File: src/rtl/pipe_pkg.sv
// Shared definitions for the 5-stage pipeline control unit: opcodes, FSM states,
// forwarding selects and instruction-register field positions.
package pipe_pkg;

    localparam logic [4:0] OP_NOP  = 5'd0;
    localparam logic [4:0] OP_SW   = 5'd1;
    localparam logic [4:0] OP_LW   = 5'd2;
    localparam logic [4:0] OP_BEQ  = 5'd3;
    localparam logic [4:0] OP_JMP  = 5'd4;
    localparam logic [4:0] OP_HALT = 5'd31;

    typedef enum logic [2:0] {
        ST_IDLE  = 3'd0,
        ST_RUN   = 3'd1,
        ST_STALL = 3'd2,
        ST_FLUSH = 3'd3,
        ST_HALT  = 3'd4
    } state_t;

    localparam logic [1:0] FWD_RF  = 2'd0;
    localparam logic [1:0] FWD_EXE = 2'd1;
    localparam logic [1:0] FWD_MEM = 2'd2;
    localparam logic [1:0] FWD_WB  = 2'd3;

    localparam int unsigned IR_OPC_LSB = 27;
    localparam int unsigned IR_RS1_LSB = 17;
    localparam int unsigned IR_RS2_LSB = 12;
    localparam int unsigned IR_FLD_W   = 5;

    function automatic logic [4:0] ir_opcode(input logic [31:0] ir);
        return ir[IR_OPC_LSB +: IR_FLD_W];
    endfunction

    function automatic logic [4:0] ir_rs1(input logic [31:0] ir);
        return ir[IR_RS1_LSB +: IR_FLD_W];
    endfunction

    function automatic logic [4:0] ir_rs2(input logic [31:0] ir);
        return ir[IR_RS2_LSB +: IR_FLD_W];
    endfunction

endpackage

File: src/rtl/pipe_ctrl_fwd_sel.sv
// Single-operand forwarding select: picks EXE_OUT, MEM_ACC_OUT or WB_OUT over the
// register file, youngest producer first; R0 is never forwarded.
module fwd_sel
    import pipe_pkg::*;
(
    input  logic [4:0] i_rs,
    input  logic [4:0] i_rd_ex,
    input  logic       i_wr_ex,
    input  logic       i_ex_load,
    input  logic [4:0] i_rd_mem,
    input  logic       i_wr_mem,
    input  logic [4:0] i_rd_wb,
    input  logic       i_wr_wb,
    output logic [1:0] o_fwd
);

    always_comb begin
        o_fwd = FWD_RF;
        if (i_rs != '0) begin
            // a load in EX has no data yet; the load-use stall covers it
            if (i_wr_ex && (i_rd_ex == i_rs) && !i_ex_load) begin
                o_fwd = FWD_EXE;
            end else if (i_wr_mem && (i_rd_mem == i_rs)) begin
                o_fwd = FWD_MEM;
            end else if (i_wr_wb && (i_rd_wb == i_rs)) begin
                o_fwd = FWD_WB;
            end
        end
    end

endmodule

File: src/rtl/pipe_ctrl.sv
// Pipeline control: load-use stall, branch squash, halt and operand forwarding.
// Optional perf counters (STALL_CNT/FLUSH_CNT) are built when PIPE_CTRL_PERF_EN is defined.
module pipe_ctrl
    import pipe_pkg::*;
#(
    parameter int unsigned DATA_W    = 16,
    parameter int unsigned FLUSH_CYC = 2
) (
    input  logic        CLK,
    input  logic        RST,
    input  logic [31:0] IR_ID,
    input  logic        ID_VALID,
    input  logic [4:0]  OPCD_EX,
    input  logic [4:0]  RD_EX,
    input  logic        WR_EX,
    input  logic [4:0]  RD_MEM,
    input  logic        WR_MEM,
    input  logic [4:0]  RD_WB,
    input  logic        COND_WB,
    input  logic        BR_TAKEN,
    output logic        STALL_IF,
    output logic        STALL_ID,
    output logic        FLUSH_ID,
    output logic        BUBBLE_EX,
    output logic [1:0]  FWD_A,
    output logic [1:0]  FWD_B,
    output logic [2:0]  ESTADO
`ifdef PIPE_CTRL_PERF_EN
    ,
    output logic [DATA_W-1:0] STALL_CNT,
    output logic [DATA_W-1:0] FLUSH_CNT
`endif
);

    localparam logic [2:0] FLUSH_LOAD  = 3'(FLUSH_CYC - 1);
    localparam bit         FLUSH_MULTI = (FLUSH_CYC > 1);

    state_t     r_state;
    state_t     w_next;
    state_t     w_br_state;
    logic [2:0] r_fcnt;
    logic [2:0] w_fcnt_next;
    logic [4:0] w_opc;
    logic [4:0] w_rs1;
    logic [4:0] w_rs2;
    logic       w_ex_load;
    logic       w_load_use;
    logic       w_halt_id;
    logic       w_unused_ir;

    assign w_opc       = ir_opcode(IR_ID);
    assign w_rs1       = ir_rs1(IR_ID);
    assign w_rs2       = ir_rs2(IR_ID);
    assign w_unused_ir = ^{IR_ID[26:22], IR_ID[11:0]};

    assign w_ex_load  = (OPCD_EX == OP_LW);
    assign w_load_use = ID_VALID && w_ex_load && WR_EX && (RD_EX != '0) &&
                        ((RD_EX == w_rs1) || (RD_EX == w_rs2));
    assign w_halt_id  = ID_VALID && (w_opc == OP_HALT);

    // a single-cycle squash is fully covered by the combinational FLUSH_ID in RUN
    assign w_br_state = FLUSH_MULTI ? ST_FLUSH : ST_RUN;

    fwd_sel u_fwd_a (
        .i_rs      (w_rs1),
        .i_rd_ex   (RD_EX),
        .i_wr_ex   (WR_EX),
        .i_ex_load (w_ex_load),
        .i_rd_mem  (RD_MEM),
        .i_wr_mem  (WR_MEM),
        .i_rd_wb   (RD_WB),
        .i_wr_wb   (COND_WB),
        .o_fwd     (FWD_A)
    );

    fwd_sel u_fwd_b (
        .i_rs      (w_rs2),
        .i_rd_ex   (RD_EX),
        .i_wr_ex   (WR_EX),
        .i_ex_load (w_ex_load),
        .i_rd_mem  (RD_MEM),
        .i_wr_mem  (WR_MEM),
        .i_rd_wb   (RD_WB),
        .i_wr_wb   (COND_WB),
        .o_fwd     (FWD_B)
    );

    always_ff @(posedge CLK) begin
        if (!RST) begin
            r_state <= ST_IDLE;
            r_fcnt  <= '0;
        end else begin
            r_state <= w_next;
            r_fcnt  <= w_fcnt_next;
        end
    end

    always_comb begin
        w_next      = r_state;
        w_fcnt_next = r_fcnt;
        STALL_IF    = 1'b0;
        STALL_ID    = 1'b0;
        FLUSH_ID    = 1'b0;
        BUBBLE_EX   = 1'b0;
        unique case (r_state)
            ST_IDLE: begin
                STALL_IF  = 1'b1;
                STALL_ID  = 1'b1;
                BUBBLE_EX = 1'b1;
                w_next    = ST_RUN;
            end
            ST_RUN: begin
                // a taken branch makes the ID instruction wrong-path, so it outranks hazards
                if (BR_TAKEN) begin
                    FLUSH_ID    = 1'b1;
                    w_next      = w_br_state;
                    w_fcnt_next = FLUSH_LOAD;
                end else if (w_load_use) begin
                    STALL_IF  = 1'b1;
                    STALL_ID  = 1'b1;
                    BUBBLE_EX = 1'b1;
                    w_next    = ST_STALL;
                end else if (w_halt_id) begin
                    STALL_IF  = 1'b1;
                    STALL_ID  = 1'b1;
                    BUBBLE_EX = 1'b1;
                    w_next    = ST_HALT;
                end
            end
            ST_STALL: begin
                STALL_IF  = 1'b1;
                STALL_ID  = 1'b1;
                BUBBLE_EX = 1'b1;
                if (BR_TAKEN) begin
                    FLUSH_ID    = 1'b1;
                    w_next      = w_br_state;
                    w_fcnt_next = FLUSH_LOAD;
                end else begin
                    w_next = ST_RUN;
                end
            end
            ST_FLUSH: begin
                FLUSH_ID = 1'b1;
                if (BR_TAKEN) begin
                    w_fcnt_next = FLUSH_LOAD;
                end else begin
                    w_fcnt_next = r_fcnt - 3'd1;
                    if (r_fcnt <= 3'd1) begin
                        w_next = ST_RUN;
                    end
                end
            end
            ST_HALT: begin
                STALL_IF  = 1'b1;
                STALL_ID  = 1'b1;
                BUBBLE_EX = 1'b1;
            end
            default: begin
                w_next = ST_IDLE;
            end
        endcase
    end

    assign ESTADO = r_state;

`ifdef PIPE_CTRL_PERF_EN
    logic [DATA_W-1:0] r_stall_cnt;
    logic [DATA_W-1:0] r_flush_cnt;
    logic              w_stall_evt;

    assign w_stall_evt = STALL_IF && (r_state != ST_IDLE) && (r_state != ST_HALT);

    always_ff @(posedge CLK) begin
        if (!RST) begin
            r_stall_cnt <= '0;
            r_flush_cnt <= '0;
        end else begin
            if (w_stall_evt && (r_stall_cnt != '1)) begin
                r_stall_cnt <= r_stall_cnt + DATA_W'(1);
            end
            if (FLUSH_ID && (r_flush_cnt != '1)) begin
                r_flush_cnt <= r_flush_cnt + DATA_W'(1);
            end
        end
    end

    assign STALL_CNT = r_stall_cnt;
    assign FLUSH_CNT = r_flush_cnt;
`else
    logic [DATA_W-1:0] w_unused_perf;
    assign w_unused_perf = '0;
`endif

endmodule

File: config.mk
export PLATFORM = sky130hd
export DESIGN_NAME = pipe_ctrl
export DESIGN_NICKNAME = d
export VERILOG_FILES = /design/src/rtl/pipe_pkg.sv /design/src/rtl/pipe_ctrl_fwd_sel.sv /design/src/rtl/pipe_ctrl.sv
export SDC_FILE = /design/constraint.sdc
export NUM_CORES = 1
export LEC_CHECK = 0
export BUFFER_PORTS_ARGS = -buffer_cell sky130_fd_sc_hd__buf_2
export CORE_UTILIZATION = 39
export DETAILED_ROUTE_END_ITERATION = 12
export PLACE_DENSITY = 0.8
export SLEW_MARGIN = 30
export SYNTH_ARGS = -nofsm -noshare
export SYNTH_HDL_FRONTEND = slang
export SYNTH_SLANG_ARGS = --single-unit
File: constraint.sdc
create_clock -name CLK -period 2.7 [get_ports CLK]
set_input_delay 0.54 -clock CLK [delete_from_list [all_inputs] [get_ports CLK]]
set_output_delay 0.54 -clock CLK [all_outputs]
set_load 0.03 [all_outputs]
* Yosys cells after proc, flatten, opt, wreduce, memory -nomap -nowiden *
Index checks and enable logic that the tools add are counted.

storage, ports and cells
  word-level logic and storage cells = 69
  memory bits (writable) = 0
  register bits after elaboration = 6
  ROM bits = 0
  memories = 0
  output and inout bits = 11
  bits in latches = 0

operators by class
  reductions and logical operators = 24
  divide/modulo/power cells = 0
  $mul = 0
  magnitude comparators = 1
  add/sub/neg operators = 1
  bitwise logic cells = 1
  muxes and demuxes = 24
  equality and inequality tests = 16
  shift operators = 0

operators with widths
  cell                                                            count
  == test 5 bit                                                   6
  2-to-1 mux 3 bit                                                7
  2-to-1 mux 2 bit                                                9
  case mux 3 bit (5 select lines)                                 1
  nonzero test 5 bit                                              3
  logical AND 1 bit                                               13
  == test 3 x 2 -> 1 bit, second input constant                   2
  case mux 3 bit (2 select lines)                                 1
  == test 5 x 2 -> 1 bit, second input constant                   1
  == test 5 bit, second input constant                            1
  2-to-1 mux 1 bit                                                4
  != test 2 bit, second input constant                            2
  != test 4 bit, second input constant                            1
  case mux 1 bit (2 select lines)                                 2
  AND reduction 4 bit                                             1
  == test 3 x 1 -> 1 bit, second input constant                   1
  == test 3 bit, second input constant                            1
  less-or-equal comparator 3 x 1 -> 1 bit, second input constant  1
  zero test 3 bit                                                 1
  OR reduction 3 bit                                              1
  subtractor 3 x 1 -> 3 bit, second input constant                1
  != test 2 x 1 -> 1 bit, second input constant                   1
  AND reduction 2 bit                                             1
  nonzero test 2 bit                                              1
  4 further kinds                                                 4

* Logic depth before layout (Yosys ltp) *
Gate-level depths: netlist (run 1).

  depth after elaboration = 8
  gate-level depth with buffers = 7
  mapped depth without buffers = 7

* Cells and area by module *
From an unflattened synthesis (run 1), not the netlist that was laid out.

unflattened totals
  cells, all modules = 137
  area total of the unflattened synthesis = 1,082.3 µm²

by module, submodules not included
  module     area each (µm²)  times used  cells an instance
  pipe_ctrl  616.8            1           79
  fwd_sel    232.7            2           29

* Worst setup path after synthesis (run 1) *
No wires, ideal clock.

  kind = input port to output port
  start point = in RD_EX[4]
  end point = out STALL_ID
  stages = 5
  arrival time = 1.929 ns
  slack = 0.231 ns
  path buffers = 1
  cell sequence = or4_1 > nor2_1 > nor3_1 > a311o_1 > buf_4

between the ends
  word-level cells in the longest chain between the ends = 6
  elaborated cells between the ends (all ways) = 9

RTL lines
  element                                                RTL line                          text
  start, declared                                        pipe_ctrl.sv:14                   input logic [4:0] RD_EX,
  == test 5 bit or nonzero test 5 bit (tied branches)    pipe_ctrl.sv:58, pipe_ctrl.sv:57
  logical OR 1 bit or logical AND 1 bit (tied branches)  pipe_ctrl.sv:58, pipe_ctrl.sv:57
  logical AND 1 bit (*)                                  pipe_ctrl.sv:57                   assign w_load_use = ID_VALID && w_ex_load && WR_EX && (RD_EX != '0) &&
  2-to-1 mux 1 bit (*) (2 in series)                     --
  case mux 1 bit (2 select lines) (*)                    --
  end, declared                                          pipe_ctrl.sv:22                   output logic STALL_ID,

Mark *: on every way between the ends. The rest lies on a longest branch, timed or not.

* Worst setup path after layout (run 1) *
  start point = in RD_EX[4]
  end point = out STALL_ID

between the ends
  word-level cells in the longest chain between the ends = 6
  elaborated cells between the ends (all ways) = 9

RTL lines
  element                                                RTL line                          text
  == test 5 bit or nonzero test 5 bit (tied branches)    pipe_ctrl.sv:58, pipe_ctrl.sv:57
  logical OR 1 bit or logical AND 1 bit (tied branches)  pipe_ctrl.sv:58, pipe_ctrl.sv:57
  logical AND 1 bit (*)                                  pipe_ctrl.sv:57
  2-to-1 mux 1 bit (*)                                   pipe_ctrl.sv:118                  end else if (w_load_use) begin
  2-to-1 mux 1 bit (*)                                   pipe_ctrl.sv:114                  if (BR_TAKEN) begin
  case mux 1 bit (2 select lines) (*)                    pipe_ctrl.sv:105                  unique case (r_state)

Marks and branches as above.

==> flow_summary.yaml, run 1 <==
cts:
  ctsHoldBuffers: 0
  numCtsBuffers: 3
  clock-root-buffer: "clkbuf_4"
  tritoncts: "yes"
  cts.clk_slew.worst_paths_ns: 0.05
  clk-insertion-delay-late_ns: 0.25
  clockBufferDepth: 2
  htreeDepth: 1
  cts.sinks: 6
  cts_setup_buffers: 0
  cts_resized: 0
synth:
  synthTopCellsByArea: "xor2_1 (22%), dfxtp_1 (14%), xnor2_1 (8.0%)"
  yosysUniqueCellTypes: 30
  syn_inst: 121
  avgSynthCellArea_sq_um: 7.24
  synth_top_area_share_pct: 22.0
  yosys.area.top_type: "xor2_1"
  yosysWarnings: 0
  seq_area_frac_synth_pct: 13.7
  synth_seq_cells: 6
  syn_nets: 182
  netlist_area_sq_um: 876
power:
  vdd_ir_drop_max_v: 0.000277
  finalPower_mw: 0.329
  p_leak_nw: 0.562
  power_per_cell_area_nw_per_um2: 282
timing:
  fin_setup_tns_ns: 0
  finalSetupViolCount: 0
  finalMaxSlewViolations: 0
  fin_skew_ns: 0.00762
  fmax_mhz: 402
  fin_crit_sh_pct: 92.0
  slew_headroom_pct: 74.1
  rsz0062_at_grt: "no"
  worstMarginPinSlew_ns: 0.385
  hold_violations: 0
  period_minus_slack_ns: 2.49
  setup_ws_ns: 0.215
worst_setup_path:
  crit_path_frequent_cell: "buf_2"
  cp-end-kind: "primary output"
  critPathMaxStageDelay_ns: 0.51
  cp_cell_sequence: "buf_2 -> or4_1 -> nor2_1 -> nor3_1 -> a311o_1 -> buf_2"
  crit_fanout: 3
  crit_type: "in2out"
  critical-path-slowest-cell: "or4_1"
  crit_required_ns: 2.16
  arrival_ns: 1.95
  critical_path.startpoint_type: "input port"
die:
  start_util_pct: 42.9
  coreArea_sq_um: 2040
  chipWidth_um: 49.4
  dieArea_sq_um: 2440
  ios: 70
  num_rows: 16
  dieHeight_um: 49.4
cells_and_area:
  syn_to_final_growth_pct: 33.3
  num_antenna_cells: 0
  layout-drive-gt1-share_pct: 34.3
  layout_commonest_cell: "buf_2"
  final_cell_mix: "buf_2 (52), xor2_1 (22), nor2_1 (14)"
  nets: 235
placed_design:
  gp_congestion: 0.892
  io_buffers: 52
  preCtsSetupSlack_ns: 0.209
  dp_hpwl_mm: 2.22
min_path:
  min_path_type: "in2reg"
global_route:
  grt_max_degree: 11
  first_global_vias: 1066
  antenna_found_initial: 0
  grt_pass1_wl_mm: 4.33
  grt_overflow_total: 0
  grtUsageTotal_pct: 22.9
route:
  drtAntennaViolNets: 0
  wl_per_cell_um: 13.0
  via_count: 1079
  drt-pass1-iter-count: 4
  via_per_inst: 5.42
  drc: 0
  finalWirelength_mm: 2.59
  drt_iter0_markers: 25
job:
  drv_cap: 0
outcome:
  status: "complete, no violations"
metrics by stage:
stage	utilization (%)	std cells	hold slack (ns)	area, sq um
6_report	57.2	199	0.567	1170
5_1_grt	57.2	199	0.574	1170
4_1_cts	57.2	199	0.562	1170
3_5_place_dp	56.1	196	0.577	1140
3_3_place_gp	56.1	196	0.546	1140
2_1_floorplan	-	121	0.530	876
final timing paths:
kind / cells after the start / slack (ns) / startpoint / to
max: 6 / 0.21 / RD_EX[4] / STALL_ID
min: 2 / 0.57 / RST / r_fcnt[1]
max reg2reg: 7 / 1.31 / r_fcnt[1] / ESTADO[1]
min reg2reg: 2 / 0.59 / r_fcnt[0] / r_fcnt[0]
synth_stat cells:
cell type,n
nand3_1,6
o21a_1,2
a31oi_1,1
inv_1,4
o21bai_1,1
o21ai_0,2
nor2b_1,4
ha_1,2
dfxtp_1,6
nand2_1,7
buf_4,2
and4_1,2
xor2_1,22
nor4b_2,1
a41o_2,1
a2bb2oi_1,1
o211a_1,1
or3_2,1
nor2_1,14
or2_2,1
nor3b_1,2
buf_2,2
xnor2_1,8
a21oi_1,8
nor4_1,5
nor3_1,8
and3_1,2
or4_1,3
a311o_1,1
a211oi_1,1
critical path, delay by kind of cell:
kind / cells / cell delay [ns]
AO/OA/AOI/OAI: 1 / 0.37
AND/OR/NAND/NOR: 3 / 0.72
buffers and inverters: 2 / 0.31
power breakdown:
part	switching, mW	internal (mW)	total (mW)	leakage [nW]
Clock	0.0349	0.0505	0.0853	0.0138
Combinational	0.0812	0.0643	0.146	0.499
Sequential	0.00577	0.0923	0.0980	0.0492
Total	0.122	0.207	0.329	0.562
cell type report:
cell class | count | area (sq um)
sequential | 6 | 120
timing repair buffer | 52 | 260
clock buffer | 3 | 22.5
fill | 224 | 875
multi-input combinational | 107 | 716
tap | 27 | 33.8
inverter | 4 | 15.0
kinds of logic after synthesis:
family | Yosys count | share of synthesized area, %
AO/OA/AOI/OAI | 19 | 14.4
buffers and inverters | 8 | 4.57
flip-flops | 6 | 13.7
adder cells (fa/ha/maj) | 2 | 2.86
AND/OR/NAND/NOR | 56 | 34.4
XOR/XNOR | 30 | 30.0
state kept, by name (all words and copies together) (netlist names):
| register | cells |
|---|---|
| ESTADO | 3 |
| r_fcnt | 3 |
routing by layer:
metal / global-route usage [%] / share of wire (%) / vias up
met5: 0 / 0 / -
met2: 42.0 / 50 / 52
li1: - / - / 531
met1: 25.7 / 40 / 487
met4: 6.19 / 2.5 / 0
met3: 6.23 / 6.9 / 9
No activity file was read; power rests on OpenSTA's default activity.
==> run 2: changes to the inputs <==
Settings changed: CORE_ASPECT_RATIO set to 0.75.
Clock period 2.7 ns to 2.6 ns, I/O delays scaled along.
==> run 2 against run 1 <==
The run now ends with DRC left. Utilization decreased by 0.87 points. Wire length decreased by 3.9%. Power increased by 3.6%. Cell area decreased by 0.32%. Via count decreased by 1.7%. Cell count decreased by 1.5%. Clock skew about the same. Die area about the same. Worst hold slack got worse by 0.021 ns. Critical endpoint is now FWD_B[1]. Highest routed layer unchanged.
==> flow_summary.yaml, run 2 (synthesis gave the netlist of run 1 again) <==
outcome:
  status: "complete, but fails checks"
  violations: "DRC"
cells_and_area:
  nets: 235
  final_cell_count_no_fill: 196
  postLayoutCoreUtil_pct: 56.3
  syn_to_final_growth_pct: 32.9
  final_cell_area_sq_um: 1160
  num_antenna_cells: 0
  final_cell_mix: "buf_2 (52), xor2_1 (22), nor2_1 (14)"
  layout-drive-gt1-share_pct: 34.3
  layout_commonest_cell: "buf_2"
cts:
  numCtsBuffers: 3
  cts.sinks: 6
  cts.clk_slew.worst_paths_ns: 0.04
  cts_setup_buffers: 0
  ctsHoldBuffers: 0
  cts_resized: 0
  htreeDepth: 1
  clockBufferDepth: 2
  clk-insertion-delay-late_ns: 0.25
  tritoncts: "yes"
  clock-root-buffer: "clkbuf_4"
die:
  num_rows: 14
  start_util_pct: 42.4
  chipWidth_um: 56.7
  dieArea_sq_um: 2440
  coreArea_sq_um: 2070
  dieHeight_um: 43.0
  ios: 70
timing:
  fin_setup_tns_ns: 0
  hold_violations: 0
  rsz0062_at_grt: "no"
  fin_crit_sh_pct: 94.8
  period_minus_slack_ns: 2.47
  slew_headroom_pct: 71.2
  finalMaxSlewViolations: 0
  fmax_mhz: 406
  finalSetupViolCount: 0
  worstMarginPinSlew_ns: 0.429
  fin_skew_ns: 0.00759
  setup_ws_ns: 0.134
placed_design:
  io_buffers: 52
  place_inst: 193
  place_area_sq_um: 1140
  gp_congestion: 0.906
  preCtsSetupSlack_ns: 0.168
  dp_hpwl_mm: 2.12
min_path:
  min_path_type: "in2reg"
  worstHoldStart: "RST"
power:
  power_per_cell_area_nw_per_um2: 293
  p_leak_nw: 0.562
  vdd_ir_drop_max_v: 0.000270
route:
  via_count: 1061
  drt-pass1-iter-count: 8
  wl_per_cell_um: 12.7
  drc: 2
  drt_iter0_markers: 49
  finalWirelength_mm: 2.49
  via_per_inst: 5.41
  drtAntennaViolNets: 0
global_route:
  grtUsageTotal_pct: 22.4
  grt_overflow_total: 0
  grt_max_degree: 11
  first_global_vias: 972
  grt_pass1_wl_mm: 4.17
  antenna_found_initial: 0
worst_setup_path:
  critical_path.startpoint_type: "input port"
  arrival_ns: 1.95
  cp-end-kind: "primary output"
  crit_type: "in2out"
  regToRegStartpoint: "ESTADO[1]"
  crit_required_ns: 2.08
  crit_fanout: 4
  cp-startpoint: "IR_ID[15]"
job:
  drv_cap: 0
run 2: cell counts in the layout (fill, tap and decap cells not counted):
No cell type changed its count.
run 2: area by class of cell:
| class | instances | area [sq um] |
|---|---|---|
| Inverter | 4 | 15.0 |
| Fill cell | 212 | 903 |
| Multi-Input combinational cell | 107 | 716 |
| Timing Repair Buffer | 52 | 260 |
| Tap cell | 24 | 30.0 |
| Sequential cell | 6 | 120 |
| Clock buffer | 3 | 22.5 |
run 2: final timing paths:
check / endpoint / slack [ns] / cells after the start
min reg2reg: r_fcnt[0] / 0.58 / 2
min: r_fcnt[1] / 0.55 / 2
max reg2reg: r_fcnt[1] / 1.21 / 4
max: FWD_B[1] / 0.13 / 7
run 2: where the power goes:
part	internal (mW)	total, mW	switching (mW)
clock network	0.0523	0.0882	0.0359
logic	0.0667	0.151	0.0843
registers	0.0959	0.102	0.00588
total	0.215	0.341	0.126
run 2: per-layer routing:
metal | GRT usage (%) | share of wire [%] | vias to the layer above | routed length [um]
li1 | - | - | 531 | -
met1 | 30.0 | 44 | 477 | 1100
met2 | 35.0 | 46 | 51 | 1140
met3 | 6.10 | 9.6 | 2 | 240
met4 | 6.50 | 0.56 | 0 | 14
met5 | 0 | 0 | - | 0
run 2: critical path, cell delays in order:
cell and delay [ns]:
buf_2 0.14, xor2_1 0.18, nor4_1 0.42, nand3_1 0.17, nor2b_1 0.16, nor3_1 0.13
buf_2 0.22
run 2: per-stage QoR:
| step | hold WS [ns] | power, mW |
|---|---|---|
| CTS | 0.531 | 0.343 |
| detailed placement | 0.571 | 0.253 |
| global placement | 0.543 | 0.247 |
| floorplan | 0.530 | 0.187 |
| finish | 0.546 | 0.341 |
| global route | 0.542 | 0.365 |
==> run 3: changes to the inputs <==
Settings changed: CORE_MARGIN set to 2.
==> run 3 against run 2 <==
The run still ends with DRC left. Utilization is 0.30 points higher. Clock power hardly changed. Worst hold slack better by 0.0088 ns. Wire length is 12% higher. Via count is 4.5% higher. Largest cell class unchanged. Highest routed layer unchanged.
==> flow_summary.yaml, run 3 (synthesis gave the netlist of run 1 again) <==
cells_and_area:
  layout_commonest_cell: "buf_2"
  final_cell_mix: "buf_2 (52), xor2_1 (22), nor2_1 (14)"
  nets: 235
  syn_to_final_growth_pct: 33.6
  final_cell_area_sq_um: 1170
  num-fill-cells: 209
  final_cell_count_no_fill: 196
  num_antenna_cells: 0
  layout-drive-gt1-share_pct: 34.9
  postLayoutCoreUtil_pct: 56.6
min_path:
  min_path_type: "in2reg"
  worstHoldStart: "RST"
job:
  drv_cap: 0
timing:
  slew_headroom_pct: 74.3
  fmax_mhz: 403
  rsz0062_at_grt: "no"
  finalSetupViolCount: 0
  setup_ws_ns: 0.118
  hold_violations: 0
  whs_ns: 0.555
  fin_skew_ns: 0.00559
  period_minus_slack_ns: 2.48
  fin_crit_sh_pct: 95.5
  finalMaxSlewViolations: 0
  worstMarginPinSlew_ns: 0.382
  fin_setup_tns_ns: 0
die:
  dieArea_sq_um: 2640
  coreArea_sq_um: 2070
  start_util_pct: 42.4
  dieHeight_um: 45.0
  ios: 70
  num_rows: 14
  chipWidth_um: 58.7
worst_setup_path:
  crit_path_frequent_cell: "buf_2"
  crit_required_ns: 2.08
  critical_path.startpoint_type: "input port"
  critPathMaxStageDelay_ns: 0.53
  crit_fanout: 3
  regToRegStartpoint: "ESTADO[1]"
  cp-startpoint: "RD_EX[4]"
  crit_type: "in2out"
  path_buf_inv: 2
  arrival_ns: 1.96
  cp_cell_sequence: "buf_2 -> or4_1 -> nor2_1 -> nor3_1 -> a311o_1 -> buf_2"
  path_delay_family: "simple AND/OR/NAND/NOR gates"
  critical-path-slowest-cell: "or4_1"
  cp-end-kind: "primary output"
placed_design:
  place_area_sq_um: 1140
  preCtsSetupSlack_ns: 0.134
  dp_hpwl_mm: 2.27
  io_buffers: 52
  place_inst: 193
  gp_congestion: 0.896
cts:
  clockBufferDepth: 2
  clk-insertion-delay-late_ns: 0.25
  numCtsBuffers: 3
  tritoncts: "yes"
  cts_setup_buffers: 0
  ctsHoldBuffers: 0
  cts.sinks: 6
  clock-root-buffer: "clkbuf_4"
  cts.clk_slew.worst_paths_ns: 0.04
  htreeDepth: 1
power:
  p_leak_nw: 0.562
  finalPower_mw: 0.345
  pwr-share-comb_pct: 44.8
  power.internal_mw: 0.215
  power.share.clock_pct: 25.6
  p_sw_mw: 0.129
  p_sw_share_pct: 37.5
  vdd_ir_drop_max_v: 0.000185
  power_per_cell_area_nw_per_um2: 295
  p_seq_share_pct: 29.6
route:
  finalWirelength_mm: 2.80
  drtAntennaViolNets: 0
  drt-pass1-iter-count: 8
  drt_iter0_markers: 79
  via_count: 1109
  wl_per_cell_um: 14.3
  drc: 2
  via_per_inst: 5.66
global_route:
  grt_max_degree: 11
  grtUsageTotal_pct: 21.8
  grt_overflow_total: 0
  first_global_vias: 1078
  grt_pass1_wl_mm: 4.49
  antenna_found_initial: 0
outcome:
  status: "complete, but fails checks"
  violations: "DRC"
[run 3: cell count changes in the layout (fill, tap and decap cells not counted)]
cell and delta:
nor4_2 +1, nor4_1 -1
[run 3: path summary, 6_finish.rpt]
check | end | slack (ns) | depth (start not counted)
setup reg to reg | r_fcnt[1] | 1.18 | 4
setup / recovery | STALL_ID | 0.12 | 6
hold reg to reg | r_fcnt[0] | 0.59 | 2
hold / removal | r_fcnt[1] | 0.56 | 2
[run 3: cell type report]
cell class,instances,area [sq um],share of cell area (%)
Sequential cell,6,120,10.3
Tap cell,24,30.0,2.57
Inverter,4,15.0,1.28
Clock buffer,3,22.5,1.93
Timing Repair Buffer,52,260,22.2
Multi-Input combinational cell,107,722,61.7
[run 3: power by group through the flow]
stage	clock, mW	sequential [mW]	combinational, mW
after CTS	0.0879	0.102	0.151
after floorplan	0	0.104	0.0831
final	0.0883	0.102	0.154
after global routing	0.0954	0.102	0.168
after global placement	0	0.103	0.144
after detailed placement	0	0.103	0.150
[run 3: per-layer routing]
layer | global-route usage [%] | share of wire (%) | routed length (um) | vias to the layer above
li1 | - | - | - | 530
met1 | 27.6 | 41 | 1150 | 510
met2 | 38.2 | 48 | 1360 | 64
met3 | 6.02 | 10 | 282 | 5
met4 | 3.18 | 0.36 | 10 | 0
met5 | 0 | 0 | 0 | -
[run 3: timing repair]
item                                    4_1_cts  5_1_grt
hold endpoints to repair                      0        0
resized for setup                             0        1
endpoints found under the setup margin        0        1
